## src/rtl/branch_pc_sequencer.sv

```systemverilog
// Program-counter update stage. It owns the PC register and performs four
// kinds of update: sequential increment, conditional branch (resolved by the
// registered condition flag), jump-register, and jump-and-link.
// It talks to the control unit through a start/done handshake.
// Optional build macro: BRANCH_STATS_EN adds two saturating branch counters
// (stat_taken / stat_not_taken).
module branch_pc_sequencer #(
   parameter int unsigned     PC_W     = 32,
   parameter int unsigned     OFF_W    = 19,
   parameter logic [PC_W-1:0] RESET_PC = '0
) (
   input  logic            clk,
   input  logic            clear_n,
   input  logic            start,
   input  logic [1:0]      op,
   input  logic [31:0]     ir,
   input  logic [PC_W-1:0] rs_val,
   input  logic            con_out,
   input  logic            con_valid,
   output logic [PC_W-1:0] pc,
   output logic [PC_W-1:0] link_val,
   output logic            link_we,
   output logic            taken,
   output logic            busy,
   output logic            done
`ifdef BRANCH_STATS_EN
  ,output logic [15:0]     stat_taken,
   output logic [15:0]     stat_not_taken
`endif
);

   typedef enum logic [1:0] {OP_INC, OP_BR, OP_JR, OP_JAL} op_e;
   typedef enum logic [1:0] {S_IDLE, S_WAIT_CON, S_UPDATE, S_DONE} state_e;

   state_e            state_q, state_d;
   op_e               op_q, op_d;
   logic [OFF_W-1:0]  off_q, off_d;
   logic [PC_W-1:0]   rs_q, rs_d;
   logic              take_q, take_d;
   logic [PC_W-1:0]   pc_q, pc_d;
   logic [PC_W-1:0]   link_val_q, link_val_d;
   logic              link_we_q, link_we_d;
   logic              taken_q, taken_d;
   logic              done_q, done_d;
   logic              busy_q, busy_d;
   logic [PC_W-1:0]   pc_inc;
   logic [PC_W-1:0]   off_ext;

   // Instruction bits above the offset field are not used by this stage.
   logic unused_ir_bits;
   assign unused_ir_bits = ^ir[31:OFF_W];

`ifdef BRANCH_STATS_EN
   logic [15:0] stat_taken_q, stat_taken_d;
   logic [15:0] stat_not_taken_q, stat_not_taken_d;
`endif

   // Address arithmetic wraps silently modulo 2^PC_W.
   assign pc_inc  = pc_q + PC_W'(1);
   assign off_ext = {{(PC_W-OFF_W){off_q[OFF_W-1]}}, off_q};

   // State register.
   // NOTE: sequential state uses non-blocking assignments so every register
   // samples the pre-edge values of all others.
   always_ff @(posedge clk or negedge clear_n) begin
      if (!clear_n) state_q <= S_IDLE;
      else          state_q <= state_d;
   end

   // Next-state logic: branches wait for the condition flag, others go straight to UPDATE.
   always_comb begin
      state_d = state_q;
      unique case (state_q)
         S_IDLE:     if (start) state_d = (op == OP_BR) ? S_WAIT_CON : S_UPDATE;
         S_WAIT_CON: if (con_valid) state_d = S_UPDATE;
         S_UPDATE:   state_d = S_DONE;
         S_DONE:     state_d = S_IDLE;
         default:    state_d = S_IDLE;
      endcase
   end

   // Output and datapath next-values; strobes are recomputed every cycle.
   always_comb begin
      // NOTE: every variable gets a default first so no path leaves it
      // unassigned, which would otherwise infer a latch.
      op_d       = op_q;
      off_d      = off_q;
      rs_d       = rs_q;
      take_d     = take_q;
      pc_d       = pc_q;
      link_val_d = link_val_q;
      link_we_d  = 1'b0;
      taken_d    = 1'b0;
      done_d     = 1'b0;
      // busy lingers one cycle past DONE so the controller sees it fall after done.
      busy_d     = (state_d != S_IDLE) || (state_q == S_DONE);
`ifdef BRANCH_STATS_EN
      stat_taken_d     = stat_taken_q;
      stat_not_taken_d = stat_not_taken_q;
`endif
      unique case (state_q)
         S_IDLE: begin
            if (start) begin
               op_d   = op_e'(op);
               off_d  = ir[OFF_W-1:0];
               rs_d   = rs_val;
               take_d = 1'b0;
            end
         end
         S_WAIT_CON: begin
            if (con_valid) take_d = con_out;
         end
         S_UPDATE: begin
            // done/taken/link_we are registered here so they appear with the DONE state.
            done_d = 1'b1;
            unique case (op_q)
               OP_INC: pc_d = pc_inc;
               OP_BR: begin
                  pc_d    = take_q ? (pc_inc + off_ext) : pc_inc;
                  taken_d = take_q;
               end
               OP_JR: begin
                  pc_d    = rs_q;
                  taken_d = 1'b1;
               end
               OP_JAL: begin
                  link_val_d = pc_inc;
                  link_we_d  = 1'b1;
                  pc_d       = rs_q;
                  taken_d    = 1'b1;
               end
               default: pc_d = pc_q;
            endcase
         end
         S_DONE: begin
`ifdef BRANCH_STATS_EN
            if (op_q == OP_BR) begin
               if (take_q) begin
                  if (stat_taken_q != 16'hFFFF) stat_taken_d = stat_taken_q + 16'd1;
               end else begin
                  if (stat_not_taken_q != 16'hFFFF) stat_not_taken_d = stat_not_taken_q + 16'd1;
               end
            end
`endif
         end
         default: ;
      endcase
   end

   // Datapath and output registers; reset abandons any operation in flight.
   // NOTE: every register here is a plain flop (no memory array), so all of
   // them take the asynchronous reset.
   always_ff @(posedge clk or negedge clear_n) begin
      if (!clear_n) begin
         op_q       <= OP_INC;
         off_q      <= '0;
         rs_q       <= '0;
         take_q     <= 1'b0;
         pc_q       <= RESET_PC;
         link_val_q <= '0;
         link_we_q  <= 1'b0;
         taken_q    <= 1'b0;
         done_q     <= 1'b0;
         busy_q     <= 1'b0;
      end else begin
         op_q       <= op_d;
         off_q      <= off_d;
         rs_q       <= rs_d;
         take_q     <= take_d;
         pc_q       <= pc_d;
         link_val_q <= link_val_d;
         link_we_q  <= link_we_d;
         taken_q    <= taken_d;
         done_q     <= done_d;
         busy_q     <= busy_d;
      end
   end

`ifdef BRANCH_STATS_EN
   // Saturating branch statistics, cleared only by reset.
   always_ff @(posedge clk or negedge clear_n) begin
      if (!clear_n) begin
         stat_taken_q     <= '0;
         stat_not_taken_q <= '0;
      end else begin
         stat_taken_q     <= stat_taken_d;
         stat_not_taken_q <= stat_not_taken_d;
      end
   end

   assign stat_taken     = stat_taken_q;
   assign stat_not_taken = stat_not_taken_q;
`endif

   assign pc       = pc_q;
   assign link_val = link_val_q;
   assign link_we  = link_we_q;
   assign taken    = taken_q;
   assign busy     = busy_q;
   assign done     = done_q;

endmodule

```

## config.mk

```make
export PLATFORM = sky130hd
export DESIGN_NAME = branch_pc_sequencer
export DESIGN_NICKNAME = d
export VERILOG_FILES = /design/src/rtl/branch_pc_sequencer.sv
export SDC_FILE = /design/constraint.sdc
export NUM_CORES = 1
export LEC_CHECK = 0
export ABC_AREA = 1
export ABC_CLOCK_PERIOD_IN_PS = 5300
export CORE_MARGIN = 3
export CORE_UTILIZATION = 50
export DETAILED_ROUTE_END_ITERATION = 8
export PLACE_DENSITY = 0.75
export SLEW_MARGIN = 20
export SYNTH_ARGS = -nofsm -noshare
export SYNTH_HDL_FRONTEND = slang
export SYNTH_SLANG_ARGS = --single-unit
```

## constraint.sdc

```tcl
create_clock -name clk -period 5.3 [get_ports clk]
set_input_delay 1.06 -clock clk [delete_from_list [all_inputs] [get_ports clk]]
set_output_delay 1.06 -clock clk [all_outputs]
set_load 0.1 [all_outputs]
```

==> run_results.csv <==
group,metric,value,unit
critical_path,crit_chain,"ha_1, inv_1, nor2_2, nand3_1, xor2_1, inv_1, ha_1, nand2_1, nor2_1, and3_1, nand2_1, nand2_1, nand2_1, nand3_1, nand3_1, a21oi_1, nor2_1",
placement,dpl_worst_slack,1.774,ns
clocking,cts-buffers-inserted,17,
clocking,cts_tree,"built",
critical_path,cp_num_buf_inv,2,
worst_hold_path,whs_endpoint,"link_val[28]",
synthesis,synth_ff_type,"dfrtp_1",
finish,nets,1490,
critical_path,cp_common_cell,"nand2_1",
synthesis,ys_types,44,
grt,gr-total-overflow,0,
sta,maxSlewHeadroom,30.23,%
floorplan,die_w,139.1,um
synthesis,yosys.area.top_type,"dfrtp_1",
detailed_routing,route.vias.total,8694,
sta,rsz0062_at_grt,"no",
synthesis,synth_edf_count,0,
detailed_routing,viasPerCell,5.383,
sta,setup_viol,0,
critical_path,start_kind,"flop",
grt,grt_pass1_vias,8262,
synthesis,synth_area_leaders,"dfrtp_1 35%, nand2_1 16%, inv_1 7.8%, mux2_2 6.2%, ha_1 5.8%",
sta,tightest_slew,1.043,ns
sta,skew,0.01076,ns
placement,hpwl,20770,um
critical_path,cp_max_fo,7,
synthesis,synth.net_count,1373,
job,drv_cap,0,
placement,routabilityCongestion,0.9757,
grt,grt_pass1_wl,42900,um
sta,slew_violations,0,
finish,utilization,63.29,%
detailed_routing,wl_per_cell,16.75,um
sta,fin_crit,3.558,ns
grt,grt_use_total,27.85,%
critical_path,slowest_delay,0.51,ns
critical_path,r2r_end,"pc[21]",
synthesis,avgSynthCellArea,7.026,um2
grt,grt_max_degree,51,
sta,period_share,67.13,%
clocking,clock-sinks,124,
critical_path,end_kind,"flop",
critical_path,cpMaxStageDelayCell,"dfrtp_1",
clocking,htree_levels,4,
sta,max_freq,281.0,MHz
finish,fill_cells,1580,
floorplan,fp.coreArea,17300,um2
floorplan,die_h,139.1,um
clocking,clockRootBuffer,"clkbuf_16",
critical_path,r2r-start,"pc[0]",
floorplan,die-area,19340,um2
critical_path,crit_family,"simple AND/OR/NAND/NOR gates",
clocking,post_cts_resized,0,
finish,final_common_cell,"nand2_1",
sta,worst_slack,1.742,ns
floorplan,pin_count,139,
synthesis,yosys.area.top_type_share,35.05,%
placement,port_buffers,125,
worst_hold_path,whs_path_depth,2,
clocking,cts_hold_buf,0,
finish,drive_gt1_share,9.065,%
detailed_routing,drt_iter0_drc,712,
critical_path,crit_type,"reg -> reg",
finish,area_delta_synth_final,23.66,%
grt,antenna_found_initial,0,
floorplan,std_cell_rows,48,
synthesis,post_synth_instance_area,8852,um2
synthesis,ys_ff_latch,124,
critical_path,worst-r2r-setup-slack,1.74,ns
outcome,status,"finished, final reports clean",
synthesis,postSynthCellCount,1260,
detailed_routing,ant_nets,0,
clocking,clock_latency,0.43,ns
synthesis,ys_seq_area_share,35.05,%
synthesis,yosys_warnings,0,
detailed_routing,drt_wl_total,27060,um
synthesis,async_reset_ff_share,100.0,%
worst_hold_path,min_path_type,"reg -> reg",
finish,mostFrequentLayoutCells,"371 x nand2_1, 183 x inv_1, 124 x clkdlybuf4s50_1, 122 x dfrtp_1, 119 x nor2_1",
critical_path,cp.required,5.62,ns
critical_path,arrival,3.88,ns
finish,diodes,0,
clocking,post_cts_buffers,0,
sta,hold_viol,0,
worst_hold_path,hp-start,"link_val[28]",
clocking,path_clk_slew,0.06,ns
floorplan,start_util,51.18,%
critical_path,reg2reg_depth,17,
sta,setup_tns,0,ns
finish,multi_input_area,4908,um2
clocking,clock_path_buffers,2,
finish,regArea,3105,um2
detailed_routing,route.detailed.drc,0,
detailed_routing,first_pass_iters,5,
[cell usage after synthesis, drive strengths merged (2+ instances only)]
cell type and n:
o21bai 6, a32oi 3, o21ai 54, nor3 14, clkbuf 24, and3 2
nor2 132, nand3 79, xnor2 2, and2 4, or2 5, mux2 49
buf 12, a31oi 7, nand2 377, ha 41, nand4 8, dfrtp 124
a21oi 91, xor2 21, a21o 3, a21boi 2, inv 184, o211ai 10
[area by class of cell]
type                    instances  area share, %
clock buffers                  18          4.012
clock inverters                14          1.875
inverters                     184          6.309
multi-input cells             916          44.84
flip-flops and latches        124          28.37
well taps                     225          2.572
repair buffers                134          12.02
[metrics by stage]
step	hold WS, ns	cell area [um2]	instances
floorplan	0.4587	8852	1260
global route	0.5004	10950	1615
finish	0.4815	10950	1615
CTS	0.4861	10950	1615
detailed placement	0.4674	10300	1583
global placement	0.4636	10300	1583
[cell families (layout without fill, tap and decap cells)]
| kind of cell | Yosys count | in the layout | synth area share, % |
|---|---|---|---|
| simple gates | 623 | 623 | 29.34 |
| flops | 124 | 124 | 35.05 |
| mux | 49 | 49 | 6.233 |
| buf+inv | 220 | 350 | 9.555 |
| compound gates | 179 | 179 | 11.10 |
| fa+ha+maj | 42 | 42 | 6.021 |
| xor+xnor | 23 | 23 | 2.700 |
[worst min-delay path: stages, from the launching register on]
cell     delay [ns]
dfrtp_1        0.34
nand2_1        0.05
o21ai_0        0.06
[registers in the layout, summed over array words and instances, names as in the netlist]
name / count
rs_q: 32
taken: 1
off_q: 19
pc: 32
state_q: 2
link_we: 1
busy: 1
link_val: 32
done: 1
take_q: 1
op_q: 2
[how the worst max path moves through the flow]
stage	startpoint	to	slack [ns]	cells past startpoint
CTS	pc[0]	pc[21]	1.75	17
global route	pc[0]	pc[21]	1.35	17
global placement	pc[0]	pc[30]	1.85	18
detailed placement	pc[0]	pc[21]	1.77	17
floorplan	pc[2]	pc[30]	1.88	19
finish	pc[0]	pc[21]	1.74	17
[per-layer routing]
layer	up-vias	wire length, um	track usage, %
li1	4259	-	-
met1	4048	11690	36.41
met2	320	12550	45.85
met3	67	1759	5.552
met4	0	1052	10.61
met5	-	0	0
Power is not shown: default switching activity piles up to over one toggle a cycle in this logic, so the estimate is an artifact.
==> edit 1 (config.mk and constraints unchanged) <==
Set the parameter `PC_W` to 64 (it was 32).
--- a/src/rtl/branch_pc_sequencer.sv
+++ b/src/rtl/branch_pc_sequencer.sv
@@ -5,7 +5,7 @@
 // Optional build macro: BRANCH_STATS_EN adds two saturating branch counters
 // (stat_taken / stat_not_taken).
 module branch_pc_sequencer #(
-   parameter int unsigned     PC_W     = 32,
+   parameter int unsigned     PC_W     = 64,
    parameter int unsigned     OFF_W    = 19,
    parameter logic [PC_W-1:0] RESET_PC = '0
 ) (
Interface: changed (resized link_val, pc and rs_val); port bits go from 139 to 235. No check against the original RTL was run, so the function may have changed too.
==> edit 1 against the original RTL <==
  * Synthesized area grew 100%
  * Worst setup slack lost 0.99 ns
  * Sequential cell count grew 96
  * Final cell count grew 110%
  * Non-clock buffer count grew 109
  * Via count grew 120%
  * Global-route usage grew 8.6 points
  * Core utilization shrank 1.9 points
  * Synthesized cell count grew 120%
  * Final area grew 95%
  * Routed wire length grew to 2.6 times the old value
  * Worst hold slack lost 0.026 ns
  * Critical endpoint is now pc[46]
  * Highest routed layer is now met5
Power is left out: the tool's default activity adds up to more than one toggle a clock period on the data nets, which glitch-free logic cannot reach.
==> edit 1: results (changes against the original RTL) <==
<table>
<tr><th>Metric</th><th>Value</th></tr>
<tr><th colspan="2">Place</th></tr>
<tr><td>Port bufs</td><td>221 (+77%)</td></tr>
<tr><td>Setup WS pre-CTS</td><td>0.894 ns (-0.880 ns)</td></tr>
<tr><td>Final weighted congestion in routability-driven placement</td><td>1.06 (+8.3%)</td></tr>
<tr><td>Post-DP HPWL</td><td>57200 um (+180%)</td></tr>
<tr><th colspan="2">Routing</th></tr>
<tr><td>Total via count in the routed design</td><td>19216 (+120%)</td></tr>
<tr><td>Vias per inst</td><td>5.65 (+4.9%)</td></tr>
<tr><td>Met1 wire length</td><td>30400 um (+160%)</td></tr>
<tr><td>Iter 0 DRT Violations</td><td>1939 (+170%)</td></tr>
<tr><th colspan="2">Clock network</th></tr>
<tr><td>CTS H-Tree Depth</td><td>1 (-3)</td></tr>
<tr><td>Number of buffers added by the clock tree synthesis step</td><td>25 (+8)</td></tr>
<tr><td>Clk Latency, worst-skew pair</td><td>0.57 ns (+0.14 ns)</td></tr>
<tr><th colspan="2">Synthesis</th></tr>
<tr><td>Netlist area before placement</td><td>17800 um^2 (+100%)</td></tr>
<tr><td>Most frequent cells after synthesis</td><td>sky130_fd_sc_hd__nand2_1 (812), sky130_fd_sc_hd__inv_1 (442), sky130_fd_sc_hd__nor2_1 (282)</td></tr>
<tr><th colspan="2">Global routing</th></tr>
<tr><td>Gr usage total</td><td>36.4% (+8.6 points)</td></tr>
<tr><td>Maximum number of pins on one net before global-route repair</td><td>134 (+160%)</td></tr>
<tr><th colspan="2">Final layout</th></tr>
<tr><td>Fraction of layout instances using a drive strength above 1</td><td>7.70% (-1.4 points)</td></tr>
<tr><td>Clock-cell share of area</td><td>4.02% (-1.9 points)</td></tr>
<tr><td>Fraction of area in registers</td><td>25.8% (-2.6 points)</td></tr>
<tr><td># fillers</td><td>3242 (+110%)</td></tr>
<tr><td>Multi-input combinational cell count</td><td>1991 (+120%)</td></tr>
<tr><td>Share of the final layout cell area in multi-input gates</td><td>48.4% (+3.6 points)</td></tr>
<tr><th colspan="2">Critical path</th></tr>
<tr><td>Launch point of the critical path</td><td>pc[1]</td></tr>
<tr><td>Endpoint arrival time on the critical path</td><td>5.01 ns (+1.13 ns)</td></tr>
<tr><th colspan="2">Timing</th></tr>
<tr><td>Max transition margin</td><td>28.2% (-2.0 points)</td></tr>
<tr><th colspan="2">Outcome</th></tr>
<tr><td>Result of the run</td><td>finished, final reports clean</td></tr>
</table>
## edit 1: worst max-delay path, cell delays in order, from the launching register on
cell	delay (ns)
sky130_fd_sc_hd__dfrtp_1	0.45
sky130_fd_sc_hd__ha_1	0.34
sky130_fd_sc_hd__nand2_1	0.13
sky130_fd_sc_hd__nor2_2	0.23
sky130_fd_sc_hd__inv_1	0.11
sky130_fd_sc_hd__nor2_1	0.27
sky130_fd_sc_hd__nand3_1	0.20
sky130_fd_sc_hd__xor2_1	0.48
sky130_fd_sc_hd__inv_1	0.18
sky130_fd_sc_hd__ha_1	0.40
sky130_fd_sc_hd__nand2_1	0.08
sky130_fd_sc_hd__inv_1	0.09
sky130_fd_sc_hd__nand2_1	0.12
sky130_fd_sc_hd__o21ai_0	0.41
sky130_fd_sc_hd__inv_1	0.08
sky130_fd_sc_hd__nand2_1	0.10
sky130_fd_sc_hd__inv_1	0.06
sky130_fd_sc_hd__nand3_1	0.08
sky130_fd_sc_hd__nand3_1	0.31
sky130_fd_sc_hd__a21oi_1	0.27
sky130_fd_sc_hd__nor2_1	0.06
## edit 1: cells by family after synthesis
logic type / count (synthesis) / share of synthesized area [%]
AOI/OAI and AO/OA: 434 / 13.1
xor gates and xnor gates: 46 / 2.52
adders and majority gates: 79 / 5.60
buffers and inverters: 519 / 11.1
DFF: 220 / 31.0
muxes: 80 / 5.07
and+or+nand+nor: 1352 / 31.7
## edit 1: path summary, 6_finish.rpt
path | end | cells past startpoint | slack (ns)
max | pc[46] | 20 | 0.75
min | rs_q[61] | 1 | 0.46
max reg2reg | pc[46] | 20 | 0.75
min reg2reg | link_val[56] | 2 | 0.48
max in group asynchronous | op_q[1] | 2 | 3.62
min in group clk | link_val[56] | 2 | 0.48
==> edit 2 (same flow settings) <==
Without the edit above. The output `busy` loses its register stage (`busy_q` becomes a continuous assignment).
--- a/src/rtl/branch_pc_sequencer.sv
+++ b/src/rtl/branch_pc_sequencer.sv
@@ -161,7 +161,6 @@
          link_we_q  <= 1'b0;
          taken_q    <= 1'b0;
          done_q     <= 1'b0;
-         busy_q     <= 1'b0;
       end else begin
          op_q       <= op_d;
          off_q      <= off_d;
@@ -172,9 +171,10 @@
          link_we_q  <= link_we_d;
          taken_q    <= taken_d;
          done_q     <= done_d;
-         busy_q     <= busy_d;
       end
    end
+
+   assign busy_q = busy_d;
 
 `ifdef BRANCH_STATS_EN
    // Saturating branch statistics, cleared only by reset.
Check against the original RTL: not equivalent (a bounded check fails within 4 cycles, from zero or initial values).
==> edit 2 against the original RTL <==
  * First-iteration DRC count is 5.2% lower
  * Die area is 0.27% lower
  * Sequential cell count shrank 1
  * Routed wire length up 0.17%
  * Final area fell by 1.0%
  * Worst setup slack got worse by 0.33 ns
  * Synthesized area decreased by 0.28%
  * Final cell count shrank 0.25%
  * Clock skew shrank 0.0020 ns
  * Critical path type is now in2out
  * Largest cell class unchanged
Power is not shown: default switching activity piles up to over one toggle a cycle in this logic, so the estimate is an artifact.
==> edit 2: results (changes against the original RTL) <==
<table>
<tr><th>Metric</th><th>Value</th></tr>
<tr><th colspan="2">Routing</th></tr>
<tr><td>Wirelength per Cell</td><td>16.8 um (+0.42%)</td></tr>
<tr><td>Vias per inst</td><td>5.32 (-1.2%)</td></tr>
<tr><td>Total met2 wirelength after detailed routing</td><td>12900 um (+2.9%)</td></tr>
<tr><th colspan="2">Outcome</th></tr>
<tr><td>Result of the run</td><td>finished, final reports clean</td></tr>
<tr><th colspan="2">Critical path</th></tr>
<tr><td>Worst r2r dst</td><td>pc[14]</td></tr>
<tr><td>Delay contributed by the slowest stage of the critical path</td><td>1.12 ns (+0.61 ns)</td></tr>
<tr><td>Endpoint arrival time on the critical path</td><td>2.83 ns (-1.05 ns)</td></tr>
<tr><td>Largest fanout on the critical path</td><td>3 (-4)</td></tr>
<tr><td>Max stage delay cell, worst path</td><td>sky130_fd_sc_hd__clkdlybuf4s50_1</td></tr>
<tr><td>Worst reg-to-reg setup slack</td><td>1.77 ns (+0.03 ns)</td></tr>
<tr><td>CP delay by family, top</td><td>buffers and inverters</td></tr>
<tr><td>End of the critical path</td><td>busy</td></tr>
<tr><th colspan="2">Synthesis</th></tr>
<tr><td>Synth Instances</td><td>1259 (-0.079%)</td></tr>
<tr><td>Top area cells in the synthesized netlist</td><td>sky130_fd_sc_hd__dfrtp_1 (35%), sky130_fd_sc_hd__nand2_1 (16%), sky130_fd_sc_hd__inv_1 (7.8%)</td></tr>
<tr><td>Post-Synthesis Net Count</td><td>1372 (-0.073%)</td></tr>
<tr><td>Sequential share of the synthesized area</td><td>34.9% (-0.18 points)</td></tr>
<tr><td>Most frequent cells after synthesis</td><td>sky130_fd_sc_hd__nand2_1 (372), sky130_fd_sc_hd__inv_1 (183), sky130_fd_sc_hd__dfrtp_1 (123)</td></tr>
<tr><th colspan="2">Global routing</th></tr>
<tr><td>Gr usage total</td><td>28.3% (+0.50 points)</td></tr>
<tr><td>Global-route wire length before repair</td><td>43900 um (+2.3%)</td></tr>
<tr><td>Met2 capacity usage during global routing</td><td>47.6% (+1.8 points)</td></tr>
<tr><td>Maximum number of pins on one net before global-route repair</td><td>48 (-5.9%)</td></tr>
<tr><td>GRT met1 Usage</td><td>36.5% (+0.11 points)</td></tr>
<tr><td>Global routing usage on met3</td><td>5.83% (+0.28 points)</td></tr>
<tr><th colspan="2">Place</th></tr>
<tr><td>Standard cell area after detailed placement</td><td>10300 um^2 (-0.17%)</td></tr>
<tr><td>Final weighted congestion in routability-driven placement</td><td>0.951 (-2.5%)</td></tr>
<tr><th colspan="2">Timing</th></tr>
<tr><td>Pin slew with the least headroom to its limit</td><td>1.06 ns (+0.0129 ns)</td></tr>
<tr><td>Hold WS</td><td>0.477 ns (-0.00446 ns)</td></tr>
<tr><td>Time the worst path needs with I/O delays and setup</td><td>3.89 ns (+0.334 ns)</td></tr>
<tr><th colspan="2">Final layout</th></tr>
<tr><td># fillers</td><td>1591 (+0.70%)</td></tr>
</table>
edit 2: kinds of logic (layout without fill, tap and decap cells):
| kind of cell | after synthesis | count (layout) | share of synthesized area [%] |
|---|---|---|---|
| mux | 49 | 49 | 6.25 |
| compound gates | 179 | 179 | 11.1 |
| buf+inv | 220 | 352 | 9.58 |
| xor+xnor | 23 | 23 | 2.71 |
| simple gates | 623 | 623 | 29.4 |
| flops | 123 | 123 | 34.9 |
| fa+ha+maj | 42 | 42 | 6.04 |
edit 2: cell type report:
type / count / area, um^2 / share of cell area, %
clock inverters: 14 / 113 / 1.04
clock buffers: 18 / 439 / 4.05
flip-flops and latches: 123 / 3080 / 28.4
well taps: 220 / 275 / 2.54
multi-input cells: 916 / 4910 / 45.3
inverters: 184 / 691 / 6.37
repair buffers: 136 / 1330 / 12.3
